**src/rtl/seq_divider.sv**
```systemverilog
// Multi-cycle radix-2 restoring divider for signed or unsigned WIDTH-bit operands.
// The datapath works on magnitudes, one quotient bit per cycle, and then applies a
// one-cycle sign fix-up. It uses a start/in_ready handshake on the input side and an
// out_valid/out_ready handshake on the output side.
module seq_divider #(
    parameter int WIDTH = 32
) (
    input  logic             clk,
    input  logic             resetn,      // active-high, asynchronous
    input  logic             start,
    output logic             in_ready,
    input  logic             is_signed,
    input  logic [WIDTH-1:0] dividend,
    input  logic [WIDTH-1:0] divisor,
    output logic             out_valid,
    input  logic             out_ready,
    output logic [WIDTH-1:0] quotient,
    output logic [WIDTH-1:0] remainder,
    output logic             div_by_zero
);

    localparam int CW = $clog2(WIDTH);

    typedef enum logic [1:0] {IDLE, CALC, FIX, DONE} state_t;

    state_t           state, state_next;
    logic [WIDTH-1:0] q_reg;      // dividend magnitude shifting out, quotient bits shifting in
    logic [WIDTH-1:0] d_reg;      // divisor magnitude
    logic [WIDTH-1:0] r_reg;      // partial remainder; always < d_reg between steps
    logic [CW-1:0]    count;
    logic             neg_q, neg_r;

    // Operand signs and magnitudes. abs(-2^(WIDTH-1)) wraps to 2^(WIDTH-1), which is the
    // correct unsigned magnitude.
    logic             a_neg, b_neg;
    logic [WIDTH-1:0] a_mag, b_mag;
    logic             accept;

    assign a_neg  = is_signed & dividend[WIDTH-1];
    assign b_neg  = is_signed & divisor[WIDTH-1];
    assign a_mag  = a_neg ? -dividend : dividend;
    assign b_mag  = b_neg ? -divisor  : divisor;
    assign accept = start && (state == IDLE);

    // One restoring step. The shifted remainder needs WIDTH+1 bits, but the difference
    // is always below the divisor, so its low WIDTH bits are exact.
    logic [WIDTH:0]   r_shift;
    logic [WIDTH-1:0] r_sub;
    logic             step_ge;

    assign r_shift = {r_reg, q_reg[WIDTH-1]};
    assign step_ge = r_shift >= {1'b0, d_reg};
    assign r_sub   = r_shift[WIDTH-1:0] - d_reg;

    assign in_ready  = (state == IDLE);
    assign out_valid = (state == DONE);

    // State register.
    // NOTE: sequential state uses non-blocking assignments so every flop samples
    // pre-edge values, independent of the order of the statements.
    always_ff @(posedge clk or posedge resetn) begin
        if (resetn) state <= IDLE;
        else        state <= state_next;
    end

    // Next-state logic.
    // NOTE: state_next gets a default before the case, so no path leaves it unassigned
    // and no latch is inferred.
    always_comb begin
        state_next = state;
        unique case (state)
            IDLE: if (start)         state_next = (divisor == '0) ? DONE : CALC;
            CALC: if (count == '0)   state_next = FIX;
            FIX:                     state_next = DONE;
            DONE: if (out_ready)     state_next = IDLE;
            default:                 state_next = IDLE;
        endcase
    end

    // Datapath and result registers.
    // NOTE: every register, including the result outputs, is cleared by reset, so an
    // aborted operation leaves no residue.
    always_ff @(posedge clk or posedge resetn) begin
        if (resetn) begin
            q_reg       <= '0;
            d_reg       <= '0;
            r_reg       <= '0;
            count       <= '0;
            neg_q       <= 1'b0;
            neg_r       <= 1'b0;
            quotient    <= '0;
            remainder   <= '0;
            div_by_zero <= 1'b0;
        end else begin
            unique case (state)
                IDLE: begin
                    if (accept) begin
                        q_reg <= a_mag;
                        d_reg <= b_mag;
                        r_reg <= '0;
                        count <= CW'(WIDTH - 1);
                        neg_q <= a_neg ^ b_neg;
                        neg_r <= a_neg;
                        if (divisor == '0) begin
                            quotient    <= '1;
                            remainder   <= dividend;
                            div_by_zero <= 1'b1;
                        end
                    end
                end
                CALC: begin
                    r_reg <= step_ge ? r_sub : r_shift[WIDTH-1:0];
                    q_reg <= {q_reg[WIDTH-2:0], step_ge};
                    if (count != '0) count <= count - CW'(1);
                end
                FIX: begin
                    quotient    <= neg_q ? -q_reg : q_reg;
                    remainder   <= neg_r ? -r_reg : r_reg;
                    div_by_zero <= 1'b0;
                end
                default: ;  // DONE: hold results until the consumer takes them
            endcase
        end
    end

endmodule

```
**config.mk**
```make
export PLATFORM = sky130hd
export DESIGN_NAME = seq_divider
export DESIGN_NICKNAME = d
export VERILOG_FILES = /design/src/rtl/seq_divider.sv
export SDC_FILE = /design/constraint.sdc
export NUM_CORES = 1
export LEC_CHECK = 0
export BUFFER_PORTS_ARGS = -buffer_cell sky130_fd_sc_hd__buf_2
export CORE_MARGIN = 2
export CORE_UTILIZATION = 54
export CTS_BUF_LIST = sky130_fd_sc_hd__clkbuf_8 sky130_fd_sc_hd__clkbuf_16
export CTS_CLUSTER_DIAMETER = 200
export CTS_CLUSTER_SIZE = 8
export DETAILED_ROUTE_END_ITERATION = 12
export PLACE_DENSITY = 0.77
export SLEW_MARGIN = 20
export SYNTH_ARGS = -nofsm -noshare
export SYNTH_HDL_FRONTEND = slang
export SYNTH_SLANG_ARGS = --single-unit
export TNS_END_PERCENT = 5
```
**constraint.sdc**
```tcl
create_clock -name clk -period 4.8 [get_ports clk]
set_input_delay 0.48 -clock clk [delete_from_list [all_inputs] [get_ports clk]]
set_output_delay 0.48 -clock clk [all_outputs]
set_load 0.02 [all_outputs]
```
* Yosys cells after proc, flatten, opt, wreduce, memory -nomap -nowiden
Index checks and enable logic that the tools add are counted.
** Operators by class
- Bitwise logic cells :: 3
- Reductions and logical operators :: 12
- Multiplexer cells :: 26
- Order comparisons :: 1
- Add/sub/neg operators :: 6
- Equality and inequality tests :: 9
** Operators by type and width (count)
- $mux W32 :: 11
- $pmux W32 S2 :: 4
- $neg A32 Y32 :: 4
- $ge A33 B32 Y1 :: 1
- $logic_not A32 Y1 :: 1
- $sub A32 B32 Y32 :: 1
- $mux W5 :: 2
- $pmux W5 S2 :: 1
- $reduce_and A3 Y1 :: 3
- $mux W2 :: 4
- $pmux W2 S4 :: 1
- $ne A2 B1 Y1 const B :: 3
- $ne A2 B2 Y1 const B :: 3
- $logic_not A5 Y1 :: 1
- $reduce_bool A5 Y1 :: 1
- $sub A5 B1 Y5 const B :: 1
- $eq A2 B2 Y1 const B :: 2
- $reduce_and A2 Y1 :: 2
- $reduce_bool A2 Y1 :: 2
- $and A1 B1 Y1 :: 2
- $eq A2 B1 Y1 const B :: 1
- $logic_not A2 Y1 :: 1
- $mux W1 :: 2
- $pmux W1 S2 :: 1
- 2 further kinds :: 2
** Storage, ports and cells
- Bits of input ports :: 69
- Output and inout port bits :: 67
- Register bits :: 170
- Word-level logic and storage cells :: 67

* Depth between registers and ports, before layout
- Word-level depth :: 4
- Mapped depth :: 13
- Mapped depth without buffers :: 12

* Worst setup path after synthesis
OpenSTA, ideal clock, no wires.
- Path type :: reg-to-reg
- Start point :: register q_reg[31]
- End point :: register r_reg[28]
- Setup time :: 65 ps
- Arrival :: 3288 ps
- Path slack :: 1448 ps
- Period minus slack after synthesis :: 3352 ps
- Stages on the path, launching flop included :: 13
- Required time :: 4735 ps
- Path through :: dfrtp_1 inv_1 ha_1 inv_1 fa_1 a21o_1 a221o_1 a32o_1 or3b_2 a2111oi_2 nor2_1 o311ai_0 a31o_2
** On the way
- Longest elaborated chain between the ends :: 3
** RTL lines
- start: declaration :: RTL line 27 : logic [WIDTH-1:0] q_reg;
- start signal: assignment :: RTL line 98 : q_reg <= a_mag;
- start signal: assignment :: RTL line 113 : q_reg <= {q_reg[WIDTH-2:0], step_ge};
- $sub A32 B32 Y32 / $ge A33 B32 Y1 (equally long branches) :: RTL line 53, 52
- $mux W32 (*) :: RTL line 112 : r_reg <= step_ge ? r_sub : r_shift[WIDTH-1:0];
- $pmux W32 S2 (*) :: RTL line 95 : unique case (state)
- end signal: assignment :: RTL line 112
- end: declaration :: RTL line 29 : logic [WIDTH-1:0] r_reg;
Mark *: on every way between the ends. The rest lies on a longest branch, timed or not.
A chain may end at the register's enable or synchronous reset.

* Worst setup path after layout
Ends and elaborated chain as after synthesis.

==> run metrics <==
Sw Ratio=0.501; distinct cell type count of the synthesized netlist=76; Starting Density=0.549; DP HPWL=approximately 23000 microns; initial antenna violation count=0; Final Non-Filler Cells=about 1800; Mapped Cells=approximately 1500; Final Hold Viols=0; CP top delay family=compound AO/OA/AOI/OAI gates; drt wl/cell=17.4 microns; GR Overflow Total=0; Final nets=between 1500 and 2000; commonest non-fill, non-tap cell in the layout=nand2_1; Core Box Area=roughly 0.022 sq mm; Final Power=0.0100 W; clock sink count=170; DRC viols=0; synthesized net count=around 1600; skew final=0.0130 ns; ant diodes=0; Post-synth EDFFs=0; ys async rst share=1.00; Max Clk Rate=approximately 250 MHz; setup TNS=0 ns; Yosys warning total=0; Die Y=153 microns; Clk Latency, worst-skew pair=about 0.44 ns; Clock Pin Slew Worst Setup and Hold Paths=0.07 ns; Synth Register Bits=170; Post-CTS Setup Bufs=0; Hold Path Class=primary input to asynchronous set/reset pin; final WL=roughly 32000 microns; Finished Cell Area=about 0.013 sq mm; worst path required time=~5.2 ns; vias in the first global route=10000; placed insts=~1800; R2R setup slack=approximately 0.86 ns; PwrDens=754 mW/mm^2; FP Rows=54; sequential area share after synthesis=0.355; CP bufs+invs=2; Die X=between 150 and 200 microns; CTS tree=done; Sequential Area=0.00425 sq mm; drt first pass iters=5; Hold-fix buffers, CTS=0; CP arrival=between 4 and 5 ns; share of cells above drive strength 1=0.135; Setup crit end kind=register; die area=0.0234 sq mm; Slew headroom=0.275; commonest non-fill, non-tap cells in the layout=212 x nand2_1, 182 x o21ai_0, 170 x dfrtp_1, 135 x buf_2, 105 x nor2_1; syn_area_per_cell=roughly 8.2 sq um; Vias per Instance=around 6.0; RSZ-0062 raised after global routing=false; Total GRT Usage=0.271; Multi-input gate area=just over 0.007 sq mm; Combinational Power Share=0.586; first-pass GRT wire length=about 52000 microns; Worst setup SP type=register; ys flop type=dfrtp_1; I/O pin total=about 140; Routed Antenna Nets=0; Synth Cell Area=~0.012 sq mm; Resized cells post-CTS=0; CTS buffer count=17; PnR worst setup slack=about 0.86 ns; worst flop-to-flop path startpoint=q_reg[31]; routed via count=11000; clock root buffer master=clkbuf_16; LEAKAGE=between 5 and 6 nW; NetSw=between 0.005 and 0.006 W; share of power burned in registers=0.277; Max-cap violations=0; Slew @ Worst Pin=about 1.1 ns; Setup violations, final=0; Pins Over Slew Limit=0; IO buf count=between 100 and 150; Placer Congestion=1.02; Place WS=0.960 ns; Final Critical Period=approximately 4 ns; critical path's most frequent cell=inv_1; Clock Power Share=0.137; Crit Path Class=register to register; CP cell instances=inv_1 -> ha_1 -> inv_1 -> fa_1 -> a21o_1 -> a221o_1 -> a32o_1 -> or3b_2 -> a2111oi_2 -> nor2_1 -> o311ai_0 -> a31o_2; DR iter-0 viols=791; Max IR drop VDD=0.279 mV; clk buf depth=2; status=completed; worst setup path start=q_reg[31]; CP max FO=4; Area Overhead vs Synth=11.1%; H-tree level count=4; P_int=between 0.005 and 0.006 W; Post-DP Area=around 0.013 sq mm; pin count of the biggest net entering global routing=171; fillers=around 1900; final worst-path cycle share=0.821; Crit path largest cell delay=0.55 ns; crit path max-delay cell type=o311ai_0
==> layout make-up <==
class                      count  area share
multi-input combinational   1140       0.535
sequential                   170       0.320
timing repair buffer         146      0.0579
clock buffer                  18      0.0330
tap                          280      0.0263
inverter                      60      0.0172
clock inverter                14      0.0103
==> per-stage QoR <==
stage          hold WS (ns)   util
6_report              0.289  0.610
5_1_grt               0.362  0.610
4_1_cts               0.335  0.609
3_5_place_dp          0.466  0.583
3_3_place_gp          0.458  0.583
2_1_floorplan         0.450      -
==> worst paths after layout <==
| kind | depth (start not counted) | endpoint |
|---|---|---|
| worst max-delay path | 12 | r_reg[28] |
| worst min-delay path | 3 | d_reg[29] |
| worst max register to register | 12 | r_reg[28] |
| worst min register to register | 2 | remainder[4] |
| max in group asynchronous | 3 | remainder[21] |
| min in group clk | 3 | d_reg[17] |
==> power groups by stage <==
stage / clock [W] / sequential [W] / combinational, W
CTS: 0.00138 / 0.00277 / 0.00583
floorplan: 0 / 0.00283 / 0.00430
global placement: 0 / 0.00275 / 0.00569
detailed placement: 0 / 0.00279 / 0.00580
finish: 0.00137 / 0.00278 / 0.00588
global route: 0.00144 / 0.00288 / 0.00655
==> metal layers <==
metal | wire [microns] | up-vias | global-route usage
met5 | 0 | - | 0
met4 | 537 | 0 | 0.0758
met3 | 2040 | 40 | 0.0414
met2 | 14600 | 387 | 0.424
met1 | 14700 | 5185 | 0.392
li1 | - | 5360 | -
==> synthesized netlist by cell type, drive strengths merged, types with 6 or more instances <==
| master | count | area share |
|---|---|---|
| nand2 | 213 | 0.067 |
| o21ai | 182 | 0.076 |
| dfrtp | 170 | 0.36 |
| nor2 | 106 | 0.034 |
| xor2 | 93 | 0.068 |
| a21oi | 88 | 0.037 |
| clkbuf | 77 | 0.026 |
| inv | 60 | 0.019 |
| xnor2 | 48 | 0.035 |
| ha | 42 | 0.044 |
| nor3 | 31 | 0.013 |
| o31ai | 30 | 0.019 |
| a31oi | 29 | 0.015 |
| o211ai | 26 | 0.016 |
| mux2i | 24 | 0.020 |
| nor4 | 21 | 0.012 |
| and2 | 19 | 0.010 |
| nand3 | 19 | 0.0079 |
| or3 | 19 | 0.010 |
| or4 | 19 | 0.014 |
| o41ai | 17 | 0.015 |
| buf | 16 | 0.0073 |
| a21o | 9 | 0.0056 |
| nand2b | 9 | 0.0047 |
| nand4 | 9 | 0.0052 |
| a221o | 8 | 0.0067 |
| nor2b | 8 | 0.0042 |
| a41oi | 6 | 0.0044 |
==> cells by family after synthesis <==
logic type,synth area share
XOR/XNOR,0.103
buffers and inverters,0.0523
flip-flops,0.355
adder cells (fa/ha/maj),0.0456
AO/OA/AOI/OAI,0.227
multiplexers,0.0201
AND/OR/NAND/NOR,0.196
==> worst reg2reg max path, delay by kind of cell, from the launching register on <==
family	cells	cell delay [ns]
AOI/OAI and AO/OA	6	2.06
and+or+nand+nor	2	0.66
adders and majority gates	2	0.58
DFF	1	0.36
buffers and inverters	2	0.22
No activity file was read; power rests on OpenSTA's default activity.
